File: config.mk
export PLATFORM = sky130hd
export DESIGN_NAME = bin_to_digits
export DESIGN_NICKNAME = d
export VERILOG_FILES = /design/src/rtl/digit_codes_pkg.sv /design/src/rtl/bin_to_digits_bcd_adj3.sv /design/src/rtl/bin_to_digits.sv
export SDC_FILE = /design/constraint.sdc
export NUM_CORES = 1
export LEC_CHECK = 0
export BUFFER_PORTS_ARGS = -buffer_cell sky130_fd_sc_hd__buf_2
export CORE_MARGIN = 5
export CORE_UTILIZATION = 61
export DETAILED_ROUTE_END_ITERATION = 12
export PLACE_DENSITY = 0.91
export SETUP_SLACK_MARGIN = 0.02
export SYNTH_ARGS = -nofsm -noshare
export SYNTH_HDL_FRONTEND = slang
export SYNTH_HIERARCHICAL = 1
export SYNTH_SLANG_ARGS = --single-unit
File: constraint.sdc
create_clock -name clk -period 2.3 [get_ports clk]
set_clock_uncertainty 0.15 [all_clocks]
set_input_delay 0.345 -clock clk [delete_from_list [all_inputs] [get_ports clk]]
set_output_delay 0.345 -clock clk [all_outputs]
set_load 0.005 [all_outputs]
File: src/rtl/digit_codes_pkg.sv
// Digit codes and converter FSM state encodings shared by bin_to_digits and the display driver.
package digit_codes;

  localparam logic [4:0] DIG_BLANK = 5'd16;
  localparam logic [4:0] DIG_DASH  = 5'd17;

  typedef enum logic [1:0] {
    IDLE = 2'd0,
    CONV = 2'd1,
    UPDT = 2'd2
  } state_t;

  function automatic logic [4:0] nibble_code(input logic [3:0] nib);
    return {1'b0, nib};
  endfunction

endpackage

File: src/rtl/bin_to_digits_bcd_adj3.sv
// Double-dabble nibble correction: add 3 to any BCD nibble of 5 or more before the shift.
module bcd_adj3 (
  input  logic [3:0] in,
  output logic [3:0] out
);

  always_comb begin
    out = in;
    if (in >= 4'd5) out = in + 4'd3;
  end

endmodule

File: src/rtl/bin_to_digits.sv
// Sequential binary-to-BCD converter (double dabble, one bit per clock) producing 7-seg digit codes.
// Optional leading-zero blanking of tens/hundreds: define BIN_TO_DIGITS_LZ_BLANK_EN.
module bin_to_digits
  import digit_codes::*;
#(
  parameter int IN_W    = 10,
  parameter int MAX_VAL = 999
) (
  input  logic            clk,
  input  logic            rst,
  input  logic            start,
  input  logic [IN_W-1:0] value,
  output logic            busy,
  output logic            done,
  output logic [4:0]      u,
  output logic [4:0]      d,
  output logic [4:0]      c
);

  if (IN_W < 4 || IN_W > 10) begin : g_bad_width
    $error("bin_to_digits: IN_W must be in 4..10");
  end

  state_t            state;
  logic [3:0]        cnt;
  logic [IN_W-1:0]   bin;
  logic [11:0]       bcd;
  logic              ovf;
  logic [3:0]        adj_u;
  logic [3:0]        adj_d;
  logic [3:0]        adj_c;
  logic [4:0]        res_u;
  logic [4:0]        res_d;
  logic [4:0]        res_c;

  bcd_adj3 adj_units    (.in(bcd[3:0]),  .out(adj_u));
  bcd_adj3 adj_tens     (.in(bcd[7:4]),  .out(adj_d));
  bcd_adj3 adj_hundreds (.in(bcd[11:8]), .out(adj_c));

  // Final digit codes, computed from the completed scratch so u/d/c only ever see full results.
  always_comb begin
    res_u = nibble_code(bcd[3:0]);
    res_d = nibble_code(bcd[7:4]);
    res_c = nibble_code(bcd[11:8]);
`ifdef BIN_TO_DIGITS_LZ_BLANK_EN
    if (bcd[11:8] == 4'd0) begin
      res_c = DIG_BLANK;
      if (bcd[7:4] == 4'd0) res_d = DIG_BLANK;
    end
`endif
    if (ovf) begin
      res_u = DIG_DASH;
      res_d = DIG_DASH;
      res_c = DIG_DASH;
    end
  end

  always_ff @(posedge clk or posedge rst) begin
    if (rst) begin
      state <= IDLE;
      cnt   <= '0;
      bin   <= '0;
      bcd   <= '0;
      ovf   <= 1'b0;
      busy  <= 1'b0;
      done  <= 1'b0;
      u     <= DIG_BLANK;
      d     <= DIG_BLANK;
      c     <= DIG_BLANK;
    end else begin
      done <= 1'b0;
      case (state)
        IDLE: begin
          if (start) begin
            bin   <= value;
            bcd   <= '0;
            cnt   <= '0;
            ovf   <= (32'(value) > 32'(MAX_VAL));
            busy  <= 1'b1;
            state <= CONV;
          end
        end
        CONV: begin
          {bcd, bin} <= {adj_c, adj_d, adj_u, bin} << 1;
          cnt        <= cnt + 4'd1;
          if (cnt == 4'(IN_W - 1)) state <= UPDT;
        end
        UPDT: begin
          u     <= res_u;
          d     <= res_d;
          c     <= res_c;
          busy  <= 1'b0;
          done  <= 1'b1;
          state <= IDLE;
        end
        default: state <= IDLE;
      endcase
    end
  end

endmodule

==> impl_results.md, run 1 <==
- Max-slew violation count: 0
- Power Total: 2.93 mW
- Met1 usage: 21.1%
- DP Area: 2310 um^2
- Hold_sp: value[0]
- Routability cong.: 0.795
- Critical Path Sink Type: flip-flop
- Cts repair resizes: 0
- Clock Tree Buf Depth: 2
- Endpoint, Worst Hold: bin[0]
- Final WS setup: 0.705 ns
- Final hold violations: 0
- Worst setup path class: reg2reg
- Fmax: 627 MHz
- Period minus WS final: 1.59 ns
- Worst Hold Depth: 3
- Worst R2R End: bcd[2]
- Setup violations, final: 0
- Initial core utilization: 63.8%
- # diodes: 0
- Inserted Clock Buffers: 5
- Psw: 1.18 mW
- Core area: 3360 um^2
- Slew headroom: 54.0%
- Worst slew pin tran: 0.690 ns
- Arr. time, crit path: 1.75 ns
- Post-synth net total: 255
- Seq pwr share: 46.4%
- DR pass1 iterations: 4
- WL per Instance: 12.7 um
- Die width: 69.3 um
- Clock root buffer: clkbuf_4
- Ports: 30
- Initial DRC count: 73
- Total congestion overflow: 0
- Fin nets: 284
- Final antenna-violating net count: 0
- CP Launch Type: flip-flop
- Count of non-filler cells in the finished layout: 310
- CP Data Required Time: 2.45 ns
- Gate power share: 41.3%
- Placed cells: 301
- Leak: 1.25 nW
- # clock sinks: 44
- Vias in the first global route: 1,617
- Share of layout cells above drive strength 1: 18.2%
- RSZ-0062 raised after global routing: no
- Remaining DRCs: 0
- WL final: 3.92 mm
- Flop2flop setup slack: 0.71 ns
- Max VDD drop: 620 uV
- Status: finished, final reports clean
- Clock power share: 12.3%
- Syn Inst Count: 234
- Reg2Reg Depth: 6
- Clk Latency, worst-skew pair: 0.36 ns
- Pint: 1.75 mW
- Layout area overhead: 10.3%
- Mean Syn Cell Area: 9.18 um^2
- Die Y: 69.3 um
- Total Routing Usage GR: 18.2%
- CTS tree: yes
- Pin count of the biggest net entering global routing: 45
- Finished Core Util: 70.4%
- CP max FO: 6
- Hold Crit Class: in2reg
- Antenna violations before repair: 0
- Number of core rows: 21
- P per Cell Area: 1240 nW/um^2
- Grt peak-use layer: met2
- Max Cap Viol: 0
- Dpl ws: 0.716 ns
- Die ar.: 4810 um^2
- Number of port buffers: 29
- Clock-pin slew on the worst setup and hold paths: 0.13 ns
- Vias per inst: 5.26
- Total number of vias: 1,630
- Post-synthesis instance area: 2150 um^2
- Met2 Resource Use GR: 29.9%
- Final non-filler cell area: 2370 um^2
- Yosys warns: 6
- Post-route clock period utilization: 69.3%
- Final hold slack: 0.0224 ns
- RR Startpoint: bcd[0]
- Post-CTS setup buffer count: 0
- Global-route wire length before repair: 7.14 mm
- Number of H-tree levels: 2
- DP Wirelength: 2.83 mm
- Post-Route Setup TNS: 0 ns
- GR Util met3: 6.96%
- Sw frac: 40.3%
==> sequential cells by signal (all words and copies together), names as in the netlist <==
| name | cells |
|---|---|
| ovf | 1 |
| done | 1 |
| state | 2 |
| busy | 1 |
| u | 5 |
| d | 4 |
| bin | 10 |
| bcd | 12 |
| cnt | 4 |
| c | 4 |
==> final cells by class <==
class	instances	area (um^2)
clock inverter	1	5.00
tap	46	57.6
clock buffer	7	45.0
multi-input combinational	166	925
fill	275	995
inverter	11	41.3
sequential	44	1100
timing repair buffer	35	193
==> metal layers <==
layer	up-vias	wire length, um
met2	44	1840
met5	-	0
met4	0	81
met3	12	238
li1	822	-
met1	752	1760
==> critical path, stage by stage (launching register included) <==
cell	delay (ns)
dfrtp_1	0.47
ha_1	0.22
nand2b_1	0.17
a21oi_2	0.21
mux2i_1	0.19
nand2_1	0.06
nand2_1	0.05
==> worst max path at each step <==
stage | from | endpoint | cells past startpoint
4_1_cts | bcd[0] | bcd[2] | 6
5_1_grt | state[1] | bcd[0] | 3
3_5_place_dp | state[1] | bcd[0] | 3
3_3_place_gp | bcd[0] | bcd[2] | 6
6_report | bcd[0] | bcd[2] | 6
2_1_floorplan | rst | bcd[0] | 1
==> cells in the final DEF, fill, tap and decap left out, drive strengths merged, types with 2 or more instances in the layout <==
cell type and instances:
nor2 7, o21ai 22, nand4 2, a21oi 5, nand2 66, nand2b 16
ha 8, buf 34, nand3 15, xnor2 3, a22oi 8, clkbuf 7
inv 11, dfrtp 43, mux2i 4
==> what timing repair did <==
action | CTS | global route
endpoints found under the setup margin | 0 | 0
endpoints found under the hold margin | 43 | 0
hold buffers | 1 | 0
==> power by group through the flow <==
stage | clock network (mW) | logic [mW] | registers, mW
after floorplan | 0 | 0.928 | 1.32
after global placement | 0 | 1.15 | 1.36
after detailed placement | 0 | 1.23 | 1.38
after CTS | 0.370 | 1.23 | 1.36
after global routing | 0.402 | 1.42 | 1.41
final | 0.362 | 1.21 | 1.36
No activity file was read; power rests on OpenSTA's default activity.
==> inputs of run 2 (changes only) <==
--- a/config.mk
+++ b/config.mk
@@ -7,9 +7,9 @@
 export LEC_CHECK = 0
 export BUFFER_PORTS_ARGS = -buffer_cell sky130_fd_sc_hd__buf_2
 export CORE_MARGIN = 5
-export CORE_UTILIZATION = 61
+export CORE_UTILIZATION = 51
 export DETAILED_ROUTE_END_ITERATION = 12
-export PLACE_DENSITY = 0.91
+export PLACE_DENSITY = 0.82
 export SETUP_SLACK_MARGIN = 0.02
 export SYNTH_ARGS = -nofsm -noshare
 export SYNTH_HDL_FRONTEND = slang
==> constraint.sdc (replaced) <==
create_clock -name clk -period 1.4 [get_ports clk]
set_clock_uncertainty 0.15 [all_clocks]
set_input_delay 0.21 -clock clk [delete_from_list [all_inputs] [get_ports clk]]
set_output_delay 0.21 -clock clk [all_outputs]
set_load 0.005 [all_outputs]
==> run 2 against run 1 <==
Against the previous run:
- the flow now finishes with violations (hold timing, setup timing)
- fmax rose by 6.6%
- setup slack got worse by 0.80 ns
- routed wire length increased by 34%
- utilization rose by 5.8 points
- via count grew 14%
- non-clock buffer count is 38 higher
- first-iteration DRC count up 99%
- sequential cell count is the same
- combinational power rose to 2.8 times the previous value
- final area increased by 30%
==> impl_results.md, run 2 (same netlist as run 1, synthesis figures left out) <==
- Max-slew violation count: 0
- Post-route clock period utilization: 107%
- Crit path to: bcd[2]
- Slew headroom: 72.1%
- Inserted Clock Buffers: 5
- Fmax: 669 MHz
- Die Y: 74.9 um
- Clock-pin slew on the worst setup and hold paths: 0.09 ns
- Most common cell after layout, fill and taps aside: nand2_1
- CTS tree: yes
- Max Cap Viol: 0
- Register area: 1110 um^2
- RR Startpoint: bcd[0]
- Global-route wire length before repair: 8.00 mm
- Setup violations, final: 16
- Number of core rows: 23
- Count of non-filler cells in the finished layout: 355
- Die ar.: 5610 um^2
- Routability cong.: 0.813
- Vias in the first global route: 1,766
- Final hold slack: -0.00444 ns
- Worst slew pin tran: 0.418 ns
- P per Cell Area: 2170 nW/um^2
- Placed cells: 323
- Failing checks: hold timing, setup timing
- Vias per inst: 5.25
- Max reg flops: 12
- Worst Hold Depth: 3
- Status: finished with violations
- Crit path depth: 6
- Period minus WS final: 1.50 ns
- Ports: 30
- Critical path cell sequence: ha_4 > nand2b_4 > a21oi_4 > mux2i_1 > nand2_1 > nand2_1
- Total congestion overflow: 0
- Number of H-tree levels: 2
- Total number of vias: 1,863
- CP Data Required Time: 1.49 ns
- WL per Instance: 14.8 um
- CP Launch Type: flip-flop
- Worst path bufs/invs: 0
- Number of port buffers: 29
- Filler instances: 263
- Finished Core Util: 76.2%
- CP max FO: 3
- Biggest register: bcd
- Layout area overhead: 43.0%
- Largest stage delay, worst path: 0.44 ns
- CP dominant cell by count: nand2_1
- Leak: 1.52 nW
- Core area: 4030 um^2
- Total Routing Usage GR: 18.8%
- # diodes: 0
- DR pass1 iterations: 4
- Arr. time, crit path: 1.58 ns
- Clock Tree Buf Depth: 2
- Initial DRC count: 145
- Crit. Startpoint: bcd[0]
- Largest delay share family, worst path: flip-flops
- Max VDD drop: 1020 uV
- Worst setup path class: reg2reg
- Pin count of the biggest net entering global routing: 29
- Hold Crit Class: in2reg
- Final antenna-violating net count: 0
- Final hold violations: 1
- Antenna violations before repair: 0
- Fin nets: 325
- Flop2flop setup slack: -0.1 ns
- RSZ-0062 raised after global routing: yes
- Clk Latency, worst-skew pair: 0.30 ns
- Most frequent cells in the layout: 66 x nand2_1, 40 x dfrtp_1, 30 x buf_2
- Multi-input logic area: 1200 um^2
- Critical Path Sink Type: flip-flop
- Reg2Reg Depth: 6
- Clock root buffer: clkbuf_8
- Final WS setup: -0.0956 ns
- Die width: 74.9 um
- Share of layout cells above drive strength 1: 40.0%
- Worst R2R End: bcd[2]
- Initial core utilization: 53.3%
- Top flop regs: bcd: 12 flops, bin: 10 flops, u: 5 flops
- WL final: 5.27 mm
- Slowest CP cell: dfrtp_1
- Remaining DRCs: 0
- Power Total: 6.68 mW
- # clock sinks: 44
- DP Wirelength: 3.03 mm
==> run 2: changes by cell type in the layout (fill, tap and decap cells not counted), moves of 5 or more <==
cell	delta
buf_4	+18
buf_6	+10
a22oi_1	-8
a22oi_2	+8
dlygate4sd3_1	+8
inv_1	-7
ha_1	-6
ha_4	+6
inv_2	+6
clkbuf_4	-5
clkbuf_8	+5
==> run 2: worst min-delay path by stage <==
stage	from	end	slack [ns]
after floorplan	rst	bcd[0]	0.06
after global placement	rst	d[1]	0.06
after detailed placement	rst	d[2]	0.07
after CTS	value[6]	bin[6]	0.002
after global routing	value[6]	bin[6]	0.02
final	value[6]	bin[6]	-0.004
==> run 2: metal layers <==
layer  GRT usage, %  up-vias  wire length, um
li1               -      913                -
met1           23.9      891             2220
met2           31.4       48             2660
met3           5.34       11              303
met4           5.14        0               85
met5              0        -                0
==> run 2: cell type report <==
class | instances | share of cell area [%]
Timing Repair Buffer | 73 | 17.8
Clock inverter | 3 | 1.39
Sequential cell | 44 | 36.0
Multi-Input combinational cell | 169 | 39.1
Tap cell | 50 | 2.04
Clock buffer | 5 | 2.24
Inverter | 11 | 1.47
==> run 2: worst register-to-register path, stage by stage, from the launching register on <==
cell      delay, ns
dfrtp_1        0.44
ha_4           0.18
nand2b_4       0.14
a21oi_4        0.14
mux2i_1        0.23
nand2_1        0.07
nand2_1        0.07
==> run 2: what timing repair did <==
item                                   4_1_cts  5_1_grt
pin swaps                                    7       15
hold buffers                                 9        0
setup endpoints to repair                   27       27
cloned                                       1        5
buffers inserted                             1        9
endpoints found under the hold margin       23        0
gates resized for setup                     13       47
==> run 2: power by group <==
part	switching [mW]	internal, mW
clock	0.466	0.528
combinational	1.63	1.77
sequential	0.483	1.80
==> run 2: per-stage QoR <==
stage	cell area (um^2)	setup TNS, ns	setup slack, ns
after floorplan	2190	-0.0378	-0.0140
after global placement	2500	-0.00861	-0.00861
after detailed placement	2500	-0.129	-0.0564
after CTS	2780	-0.124	-0.0818
after global routing	3070	-1.70	-0.153
final	3070	-0.479	-0.0956
